[config.mk]
export PLATFORM = sky130hd
export DESIGN_NAME = ysyx_22050598_pipe_skid_buf
export DESIGN_NICKNAME = d
export VERILOG_FILES = /design/src/rtl/ysyx_22050598_pipe_skid_buf.sv
export SDC_FILE = /design/constraint.sdc
export NUM_CORES = 1
export LEC_CHECK = 0
export CORE_MARGIN = 5
export CORE_UTILIZATION = 46
export CTS_CLUSTER_DIAMETER = 30
export CTS_CLUSTER_SIZE = 12
export DETAILED_ROUTE_END_ITERATION = 8
export PLACE_DENSITY = 0.82
export SETUP_SLACK_MARGIN = 0.05
export SLEW_MARGIN = 20
export SYNTH_ARGS = -nofsm -noshare
export SYNTH_HDL_FRONTEND = slang
export SYNTH_SLANG_ARGS = --single-unit
[constraint.sdc]
create_clock -name clk -period 5.07 [get_ports clk]
set_input_delay 0.507 -clock clk [delete_from_list [all_inputs] [get_ports clk]]
set_output_delay 0.507 -clock clk [all_outputs]
set_load 0.03 [all_outputs]
[src/rtl/ysyx_22050598_pipe_skid_buf.sv]
// Two-entry valid/ready skid buffer for one pipeline stage boundary.
// Beats leave in acceptance order. s_ready and m_valid are decoded from the
// state register alone, so no combinational path crosses the stage. A
// synchronous flush drops every buffered beat.
//
// Ports:
//   clk      rising-edge clock
//   rst      asynchronous active-high reset
//   flush    synchronous discard of all buffered beats
//   s_valid  upstream beat valid
//   s_ready  buffer can accept a beat (registered)
//   s_data   upstream payload
//   m_valid  downstream beat valid (registered)
//   m_ready  downstream accepts
//   m_data   downstream payload, straight from the head register
//   count    occupancy 0..2
module ysyx_22050598_pipe_skid_buf #(
  parameter int unsigned   DW        = 64,
  parameter logic [DW-1:0] RESET_VAL = '0
) (
  input  logic          clk,
  input  logic          rst,
  input  logic          flush,
  input  logic          s_valid,
  output logic          s_ready,
  input  logic [DW-1:0] s_data,
  output logic          m_valid,
  input  logic          m_ready,
  output logic [DW-1:0] m_data,
  output logic [1:0]    count
);

  typedef enum logic [1:0] {
    StEmpty = 2'd0,
    StOne   = 2'd1,
    StFull  = 2'd2,
    StBad   = 2'd3
  } state_e;

  state_e        state_q, state_d;
  logic [DW-1:0] main_q, main_d;
  logic [DW-1:0] skid_q, skid_d;
  logic          s_fire, m_fire;

  // The unused encoding decodes as empty.
  always_comb begin
    m_valid = (state_q == StOne) || (state_q == StFull);
    s_ready = (state_q != StFull);
    count   = m_valid ? state_q : 2'd0;
    m_data  = main_q;
  end

  assign s_fire = s_valid & s_ready;
  assign m_fire = m_valid & m_ready;

  always_comb begin
    state_d = state_q;
    main_d  = main_q;
    skid_d  = skid_q;
    if (flush) begin
      // Data registers are left alone; only occupancy is cleared.
      state_d = StEmpty;
    end else begin
      case (state_q)
        StEmpty: begin
          if (s_fire) begin
            main_d  = s_data;
            state_d = StOne;
          end
        end
        StOne: begin
          if (s_fire && m_fire) begin
            main_d = s_data;
          end else if (s_fire) begin
            skid_d  = s_data;
            state_d = StFull;
          end else if (m_fire) begin
            // main_q keeps a stale value; m_valid masks it.
            state_d = StEmpty;
          end
        end
        StFull: begin
          // s_ready is low here, so only the drain case exists.
          if (m_fire) begin
            main_d  = skid_q;
            state_d = StOne;
          end
        end
        default: state_d = StEmpty;
      endcase
    end
  end

  always_ff @(posedge clk or posedge rst) begin
    if (rst) begin
      state_q <= StEmpty;
      main_q  <= RESET_VAL;
      skid_q  <= RESET_VAL;
    end else begin
      state_q <= state_d;
      main_q  <= main_d;
      skid_q  <= skid_d;
    end
  end

endmodule

==> results.json, run 1 <==
{
  "status": "complete, no violations",
  "die_y_um": 122,
  "syn-instance-count": 371,
  "layout-area-overhead-vs-synth_pct": 34.8,
  "clk_root_buffer_cell": "clkbuf_16",
  "n_antenna_cell": 0,
  "h-tree-depth": 4,
  "wl_um": 12100,
  "initial_core_util_pct": 46.3,
  "netlist_top_cells_count": "mux2_2 (132), dfrtp_1 (130), mux2_1 (60)",
  "clk_pin_slew_ps": 50,
  "switching_share_pct": 32.0,
  "r2r-start": "state_q[0]",
  "crit_fanout": 67,
  "avgSynthCellArea_um2": 15.6,
  "die_x_um": 122,
  "timing.final.crit_share_pct": 63.6,
  "critical_path_class": "reg2out",
  "grt_pass1_vias": 4090,
  "pwr-share-clk_pct": 25.8,
  "drc_errors": 0,
  "slew_headroom_pct": 32.2,
  "startpoint_type": "flip-flop",
  "rsz0062_at_grt": "false",
  "tns_ps": 0,
  "critPathCaptureType": "primary output",
  "p_int_mw": 3.00,
  "holdBufCountCts": 0,
  "p_sw_mw": 1.41,
  "via_count": 3545,
  "cts_buffers": 17,
  "clk_latency_ps": 410,
  "synth_edf_count": 0,
  "post_cts_resized": 0,
  "maxCapViolations": 0,
  "io_pins": 137,
  "cp_slowest_cell": "clkdlybuf4s50_1",
  "finalNetCount": 582,
  "path_cells": "inv_1 -> ha_2 -> buf_4 -> clkdlybuf4s50_1",
  "crit_start": "state_q[0]",
  "gp_routability_congestion": 0.839,
  "core_area_um2": 12500,
  "ant_nets": 0,
  "synth.top_cells.by_area": "dfrtp_1 (56%), mux2_2 (26%), mux2_1 (12%)",
  "multi_input_area_um2": 2350,
  "antenna_found_initial": 0,
  "cts_setup_buffers": 0,
  "drive_gt1_share_pct": 32.0,
  "row_count": 41,
  "syn-cell-area_um2": 5780,
  "synth_seq_cells": 130,
  "clock_skew_ps": 7.18,
  "slowest_delay_ps": 820,
  "tightest_slew_ps": 1020,
  "area.sequential_um2": 3250,
  "ys_seq_area_share_pct": 56.3,
  "grt_max_degree": 68,
  "synth_area_leader_cell": "dfrtp_1",
  "final_hold_viol_count": 0,
  "async_reset_ff_share_pct": 100,
  "hp-class": "in2async",
  "dp_hpwl_um": 8120,
  "grt_pass1_wl_um": 20500,
  "power_density_nw_per_um2": 566,
  "cts_max_path_buffers": 2,
  "final_max_slew_viol_count": 0,
  "drt_iter0_drc": 116,
  "io_buffers": 136,
  "grt_usage_pct": 17.7,
  "vias_per_cell": 5.11,
  "cts.sinks": 130,
  "die_area_um2": 14900,
  "yosys_most_used_dff": "dfrtp_1",
  "required_ps": 4560,
  "min_period_ps": 3220,
  "arrival_ps": 2720,
  "fin_area_um2": 7790,
  "synth_nets": 444,
  "setup_viol": 0,
  "combPwrFrac_pct": 34.6,
  "ir_drop_mv": 0.350,
  "grt_overflow": 0,
  "fmax_ghz": 0.310,
  "yosysMostFrequentCell": "mux2_2",
  "wire_per_inst_um": 17.5,
  "yosysUniqueCellTypes": 26,
  "dpl_cell_area_um2": 7240,
  "first_pass_iters": 4,
  "synth_warnings": 0,
  "cts_tree": "done",
  "nFillCells": 975,
  "leakage_nw": 3.24,
  "synth_top_area_share_pct": 56.3,
  "seqPwrFrac_pct": 39.6
}
==> placed cells by master, fill, tap and decap left out, drive strengths merged <==
master         count
a21o               1
a21oi              2
a22o               1
a32o               1
and3               1
buf                4
bufinv             1
clkbuf            27
clkdlybuf4s50    136
clkinv             4
dfrtp            130
ha                 4
inv                5
mux2             192
mux2i              1
nand2              2
nand2b             2
nand3              1
nand3b             1
nand4b             1
nor2               1
nor2b              1
o211ai             1
o21bai             1
o22ai              1
==> through the flow <==
stage	setup WS [ps]	total power [mW]	utilization, %	std cells	hold slack [ps]
global route	1700	4.64	62.5	694	500
floorplan	1090	2.65	-	371	474
detailed placement	1920	3.30	58.0	662	481
global placement	1970	3.23	58.0	662	473
CTS	1810	4.46	62.5	694	494
finish	1850	4.41	62.5	694	488
==> cell type report <==
type | count | share of cell area [%]
clock buffer | 27 | 6.46
clock inverter | 5 | 0.643
inverter | 5 | 0.273
timing repair buffer | 140 | 17.9
sequential | 130 | 41.8
multi-input combinational | 215 | 30.2
tap | 172 | 2.76
==> final timing paths <==
path                         endpoint  slack (ps)  cells after the start
setup / recovery             count[1]        1850                      4
hold / removal             skid_q[14]         490                      2
setup reg to reg           skid_q[28]        2200                      7
hold reg to reg            m_data[28]         490                      1
max in group asynchronous  skid_q[29]        3560                      3
min in group clk           m_data[28]         490                      1
==> cells by family after synthesis <==
kind of cell | after synthesis | share of synthesized area [%]
muxes | 193 | 37.6
DFF | 130 | 56.3
buffers and inverters | 26 | 3.01
and+or+nand+nor | 10 | 1.21
AOI/OAI and AO/OA | 8 | 0.997
adders and majority gates | 4 | 0.866
==> metal layers <==
layer	wire [um]	track usage, %	part of all wire [%]	up-vias
met1	5540	22.8	46	1805
met4	231	7.84	1.9	0
met2	5640	27.9	46	110
li1	-	-	-	1607
met3	719	5.20	5.9	23
met5	0	0	0	-
==> flip-flops by register name, indices dropped and copies added, names as in the netlist <==
name and count:
m_data 64, skid_q 64, state_q 2
==> worst max-delay path: cells and delay by family (launching register included) <==
| kind | cells | cell delay [ps] |
|---|---|---|
| buffers and inverters | 3 | 1660 |
| flip-flops | 1 | 410 |
| adder cells (fa/ha/maj) | 1 | 220 |
==> power by group through the flow <==
| stage | clock, mW | sequential [mW] | combinational, mW |
|---|---|---|---|
| after global routing | 1.22 | 1.81 | 1.62 |
| after floorplan | 0 | 2.10 | 0.552 |
| after detailed placement | 0 | 1.76 | 1.54 |
| after global placement | 0 | 1.73 | 1.50 |
| final | 1.14 | 1.75 | 1.52 |
| after CTS | 1.16 | 1.75 | 1.55 |
Power figures use the tool's default switching activity.
==> run 2, diff against run 1 <==
==> constraint.sdc (replaced) <==
create_clock -name clk -period 3.1 [get_ports clk]
set_input_delay 0.31 -clock clk [delete_from_list [all_inputs] [get_ports clk]]
set_output_delay 0.31 -clock clk [all_outputs]
set_load 0.03 [all_outputs]
==> run 2 against run 1 <==
  * Worst hold slack got worse by 13 ps
  * Critical path type unchanged
  * Global-route usage fell by 0.14 points
  * Die area is the same
  * Highest routed layer unchanged
  * Cell count rose by 0.14%
  * Count of clock-buffer cells in the layout down 6
  * Register-to-register slack worse by 1700 ps
  * Sequential share of layout area fell by 0.73 points
  * Largest power group unchanged
  * Power grew 71%
  * Cell area grew 1.8%
  * Wire length rose by 0.26%
  * Via count fell by 0.87%
==> results.json, run 2 (synthesized netlist as in run 1, its figures left out) <==
{
  "status": "complete, no violations",
  "leakage_nw": 3.30,
  "gp_routability_congestion": 0.739,
  "n_antenna_cell": 0,
  "nFillCells": 912,
  "met2_wirelength_um": 5790,
  "routed.top_layer": "met4",
  "cts_tree": "done",
  "setup_viol": 0,
  "final_hold_viol_count": 0,
  "pwr-share-clk_pct": 29.0,
  "path_cells": "inv_1 -> ha_2 -> buf_4 -> inv_1 -> clkdlybuf4s50_1",
  "grt_max_degree": 131,
  "p_int_mw": 5.21,
  "first_pass_iters": 4,
  "drt_iter0_drc": 97,
  "clk_pin_slew_ps": 60,
  "cts_buffers": 17,
  "ant_nets": 0,
  "clk_root_buffer_cell": "clkbuf_16",
  "via_count": 3514,
  "combPwrFrac_pct": 33.3,
  "dp_slack_ps": 562,
  "holdBufCountCts": 0,
  "critPathCaptureType": "primary output",
  "tns_ps": 0,
  "seqPwrFrac_pct": 37.7,
  "dp_hpwl_um": 8180,
  "die_area_um2": 14900,
  "drive_gt1_share_pct": 33.1,
  "met1_length_um": 5380,
  "grt_pass1_vias": 3994,
  "io_buffers": 136,
  "power_density_nw_per_um2": 953,
  "rsz0062_at_grt": "false",
  "tightest_slew_ps": 667,
  "ir_drop_mv": 0.615,
  "crit_start": "state_q[0]",
  "setup_slack_ps": 416,
  "wire_per_inst_um": 17.5,
  "r2r-start": "state_q[0]",
  "startpoint_type": "flip-flop",
  "critical_path_class": "reg2out",
  "path_common_cell": "inv_1",
  "io_pins": 137,
  "cts_max_path_buffers": 2,
  "slew_headroom_pct": 55.5,
  "critical-path-top-delay-family": "buffers and inverters",
  "hold_ws_ps": 475,
  "grt_usage_pct": 17.6,
  "cts_setup_buffers": 0,
  "die_y_um": 122,
  "row_count": 41,
  "initial_core_util_pct": 46.3,
  "slowest_delay_ps": 640,
  "min_period_ps": 2680,
  "cts.sinks": 130,
  "antenna_found_initial": 0,
  "required_ps": 2790,
  "path_buf_inv": 4,
  "wl_um": 12200,
  "layout-area-overhead-vs-synth_pct": 37.2,
  "clock_skew_ps": 7.31,
  "h-tree-depth": 4,
  "clk_latency_ps": 410,
  "die_x_um": 122,
  "mostFrequentLayoutCell": "clkdlybuf4s50_1",
  "fmax_ghz": 0.373,
  "switching_share_pct": 31.1,
  "core_area_um2": 12500,
  "vias_per_cell": 5.06,
  "grt_pass1_wl_um": 20100,
  "post_cts_resized": 0,
  "hp-class": "in2async",
  "final_cell_mix": "clkdlybuf4s50_1 (136), mux2_2 (132), dfrtp_1 (130), mux2_1 (60), clkbuf_16 (17)",
  "grt_overflow": 0,
  "placed_cells": 664,
  "final_cells": 695,
  "arrival_ps": 2370,
  "finalNetCount": 584,
  "timing.final.crit_share_pct": 86.6,
  "p_sw_mw": 2.35,
  "crit_fanout": 39,
  "wl_met3_um": 785,
  "final_max_slew_viol_count": 0,
  "cp_slowest_cell": "clkdlybuf4s50_1",
  "maxCapViolations": 0,
  "drc_errors": 0
}
run 2: changes by cell type in the layout (fill, tap and decap cells not counted):
cell / change
clkbuf_8: -1
clkinv_2: -1
clkinvlp_4: +3
inv_4: -1
clkbuf_1: -5
buf_12: +2
bufinv_16: +4
run 2: worst register-to-register path, delay by kind of cell, from the launching register on:
family                     cells  cell delay [ps]
buffers and inverters          4             1120
muxes                          1              430
and+or+nand+nor                2              280
DFF                            1              410
adders and majority gates      1              220
run 2: area by class of cell:
class                           instances  area, um2  share of cell area (%)
Multi-Input combinational cell        215       2350                    29.7
Inverter                                5       22.5                   0.284
Tap cell                              172        215                    2.71
Sequential cell                       130       3250                    41.0
Clock inverter                         10        180                    2.27
Clock buffer                           21        470                    5.93
Timing Repair Buffer                  142       1430                    18.1
run 2: final timing paths:
| kind | cells after the start | end | slack (ps) |
|---|---|---|---|
| max reg2reg | 8 | skid_q[5] | 530 |
| min reg2reg | 1 | m_data[8] | 490 |
| min in group clk | 1 | m_data[8] | 490 |
| min | 3 | m_data[11] | 480 |
| max in group asynchronous | 3 | skid_q[52] | 2150 |
| max | 5 | s_ready | 420 |
run 2: layer usage:
| layer | vias up | track usage [%] |
|---|---|---|
| li1 | 1616 | - |
| met1 | 1773 | 22.2 |
| met2 | 108 | 27.8 |
| met3 | 17 | 6.22 |
| met4 | 0 | 7.07 |
| met5 | - | 0 |
run 2: power by group through the flow:
stage	Combinational (mW)	Clock [mW]	Sequential [mW]
6_report	2.51	2.19	2.85
3_5_place_dp	2.54	0	2.86
3_3_place_gp	2.47	0	2.81
5_1_grt	2.67	2.31	2.95
2_1_floorplan	0.904	0	3.44
4_1_cts	2.56	2.23	2.85
run 2: per-stage QoR:
step                      util (%)  cell area, um2  power [mW]
after CTS                     63.6            7930        7.64
after detailed placement      58.4            7280        5.40
after floorplan                  -            5780        4.34
after global placement        58.4            7280        5.28
after global routing          63.6            7930        7.93
final                         63.6            7930        7.56
==> run 3, diff against run 2 <==
--- a/config.mk
+++ b/config.mk
@@ -5,12 +5,14 @@
 export SDC_FILE = /design/constraint.sdc
 export NUM_CORES = 1
 export LEC_CHECK = 0
+export CORE_ASPECT_RATIO = 0.5
 export CORE_MARGIN = 5
 export CORE_UTILIZATION = 46
-export CTS_CLUSTER_DIAMETER = 30
+export CTS_CLUSTER_DIAMETER = 60
 export CTS_CLUSTER_SIZE = 12
 export DETAILED_ROUTE_END_ITERATION = 8
-export PLACE_DENSITY = 0.82
+export DONT_BUFFER_PORTS = 1
+export PLACE_DENSITY = 0.68
 export SETUP_SLACK_MARGIN = 0.05
 export SLEW_MARGIN = 20
 export SYNTH_ARGS = -nofsm -noshare
==> run 3 against run 2 <==
  * Worst hold slack got worse by 420 ps
  * Cell area decreased by 18%
  * Die area increased by 0.91%
  * First-iteration DRC count increased by 42%
  * Critical path depth decreased by 1
  * Setup slack improved by 150 ps
  * Wire length decreased by 8.1%
  * Critical path type unchanged
  * Largest power group unchanged
==> results.json, run 3 (synthesized netlist as in run 1, its figures left out) <==
{
  "status": "complete, no violations",
  "n_antenna_cell": 0,
  "die_y_um": 89.2,
  "final_cell_mix": "mux2_2 (132), dfrtp_1 (130), mux2_1 (60), clkbuf_16 (17), buf_4 (7)",
  "final_cells": 553,
  "vias_per_cell": 5.44,
  "maxCapViolations": 0,
  "finalNetCount": 452,
  "r2r-start": "state_q[0]",
  "fin_util_pct": 54.1,
  "arrival_ps": 2220,
  "via_count": 3009,
  "cts_max_path_buffers": 2,
  "slew_headroom_pct": 63.3,
  "cts_setup_buffers": 0,
  "h-tree-depth": 4,
  "power_density_nw_per_um2": 1000,
  "grt_pass1_wl_um": 18400,
  "critPathCaptureType": "primary output",
  "core_area_um2": 12100,
  "worstRegToRegCells": 7,
  "rrSetupSlack_ps": 730,
  "grt_max_degree": 70,
  "startpoint_type": "flip-flop",
  "required_ps": 2790,
  "die_x_um": 168,
  "tightest_slew_ps": 551,
  "clk_latency_ps": 400,
  "clk_root_buffer_cell": "clkbuf_16",
  "whs_endpoint": "skid_q[25]",
  "row_count": 28,
  "clk_pin_slew_ps": 60,
  "initial_core_util_pct": 47.9,
  "drt_iter0_drc": 138,
  "dp_hpwl_um": 7980,
  "dpl_cell_area_um2": 5940,
  "io_pins": 137,
  "setup_viol": 0,
  "final_max_slew_viol_count": 0,
  "final_hold_viol_count": 0,
  "clock_skew_ps": 8.98,
  "rsz0062_at_grt": "false",
  "fin_area_um2": 6530,
  "layout-area-overhead-vs-synth_pct": 13.0,
  "io_buffers": 0,
  "power_mw": 6.52,
  "drc_errors": 0,
  "post_cts_resized": 0,
  "grt_pass1_vias": 3526,
  "die_area_um2": 15000,
  "leakage_nw": 2.75,
  "crit_fanout": 37,
  "hp-class": "in2reg",
  "placed_cells": 524,
  "ir_drop_mv": 0.415,
  "first_pass_iters": 4,
  "timing.final.crit_share_pct": 81.6,
  "ant_nets": 0,
  "tns_ps": 0,
  "drive_gt1_share_pct": 44.6,
  "antenna_found_initial": 0,
  "critical_path_class": "reg2out",
  "hold_depth": 1,
  "mostFrequentLayoutCell": "mux2_2",
  "wl_um": 11200,
  "grt_usage_pct": 15.7,
  "grt_overflow": 0,
  "cts_tree": "done",
  "cts.sinks": 130,
  "wire_per_inst_um": 20.2,
  "min_period_ps": 2530,
  "gp_routability_congestion": 0.736,
  "cts_buffers": 17,
  "r2r-end": "state_q[0]",
  "fmax_ghz": 0.395,
  "holdCritStartpoint": "s_data[25]"
}
-- run 3: through the flow --
| step | hold WS, ps | setup WS [ps] |
|---|---|---|
| 6_report | 53.2 | 570 |
| 5_1_grt | 34.6 | 431 |
| 4_1_cts | 40.5 | 535 |
| 3_5_place_dp | 223 | 701 |
| 3_3_place_gp | 210 | 813 |
| 2_1_floorplan | 460 | 853 |
-- run 3: layout make-up --
| class | instances | area, um2 |
|---|---|---|
| Clock buffer | 23 | 498 |
| Clock inverter | 5 | 77.6 |
| Inverter | 5 | 22.5 |
| Sequential cell | 130 | 3250 |
| Timing Repair Buffer | 10 | 103 |
| Fill cell | 959 | 5530 |
| Tap cell | 165 | 206 |
| Multi-Input combinational cell | 215 | 2360 |
-- run 3: metal layers --
metal / track usage [%] / part of all wire [%] / vias up
met1: 16.1 / 37 / 1562
met3: 7.77 / 9.2 / 17
met4: 4.93 / 1.5 / 0
met2: 29.0 / 52 / 90
met5: 0 / 0 / -
li1: - / - / 1340
-- run 3: what timing repair did --
item / in CTS / in global routing
hold buffers: 1 / 0
hold endpoints to repair: 18 / 0
endpoints found under the setup margin: 0 / 0
-- run 3: where the power goes --
part	switching, mW	internal [mW]	leakage, nW
Combinational	0.385	0.634	0.924
Sequential	1.13	2.45	1.55
Clock	0.659	1.27	0.283
Total	2.17	4.35	2.75
-- run 3: worst max-delay path by stage --
| stage | from | end | slack (ps) | depth (start not counted) |
|---|---|---|---|---|
| after floorplan | state_q[0] | skid_q[0] | 850 | 9 |
| after global placement | state_q[0] | m_data[63] | 810 | 7 |
| after detailed placement | state_q[0] | m_data[8] | 700 | 7 |
| after CTS | state_q[0] | count[1] | 530 | 4 |
| after global routing | state_q[0] | count[1] | 430 | 4 |
| final | state_q[0] | count[1] | 570 | 4 |
-- run 3: critical path, stage by stage, from the launching register on --
cell and delay, ps:
dfrtp_1 410, inv_1 140, ha_4 490, buf_4 490, buf_4 260
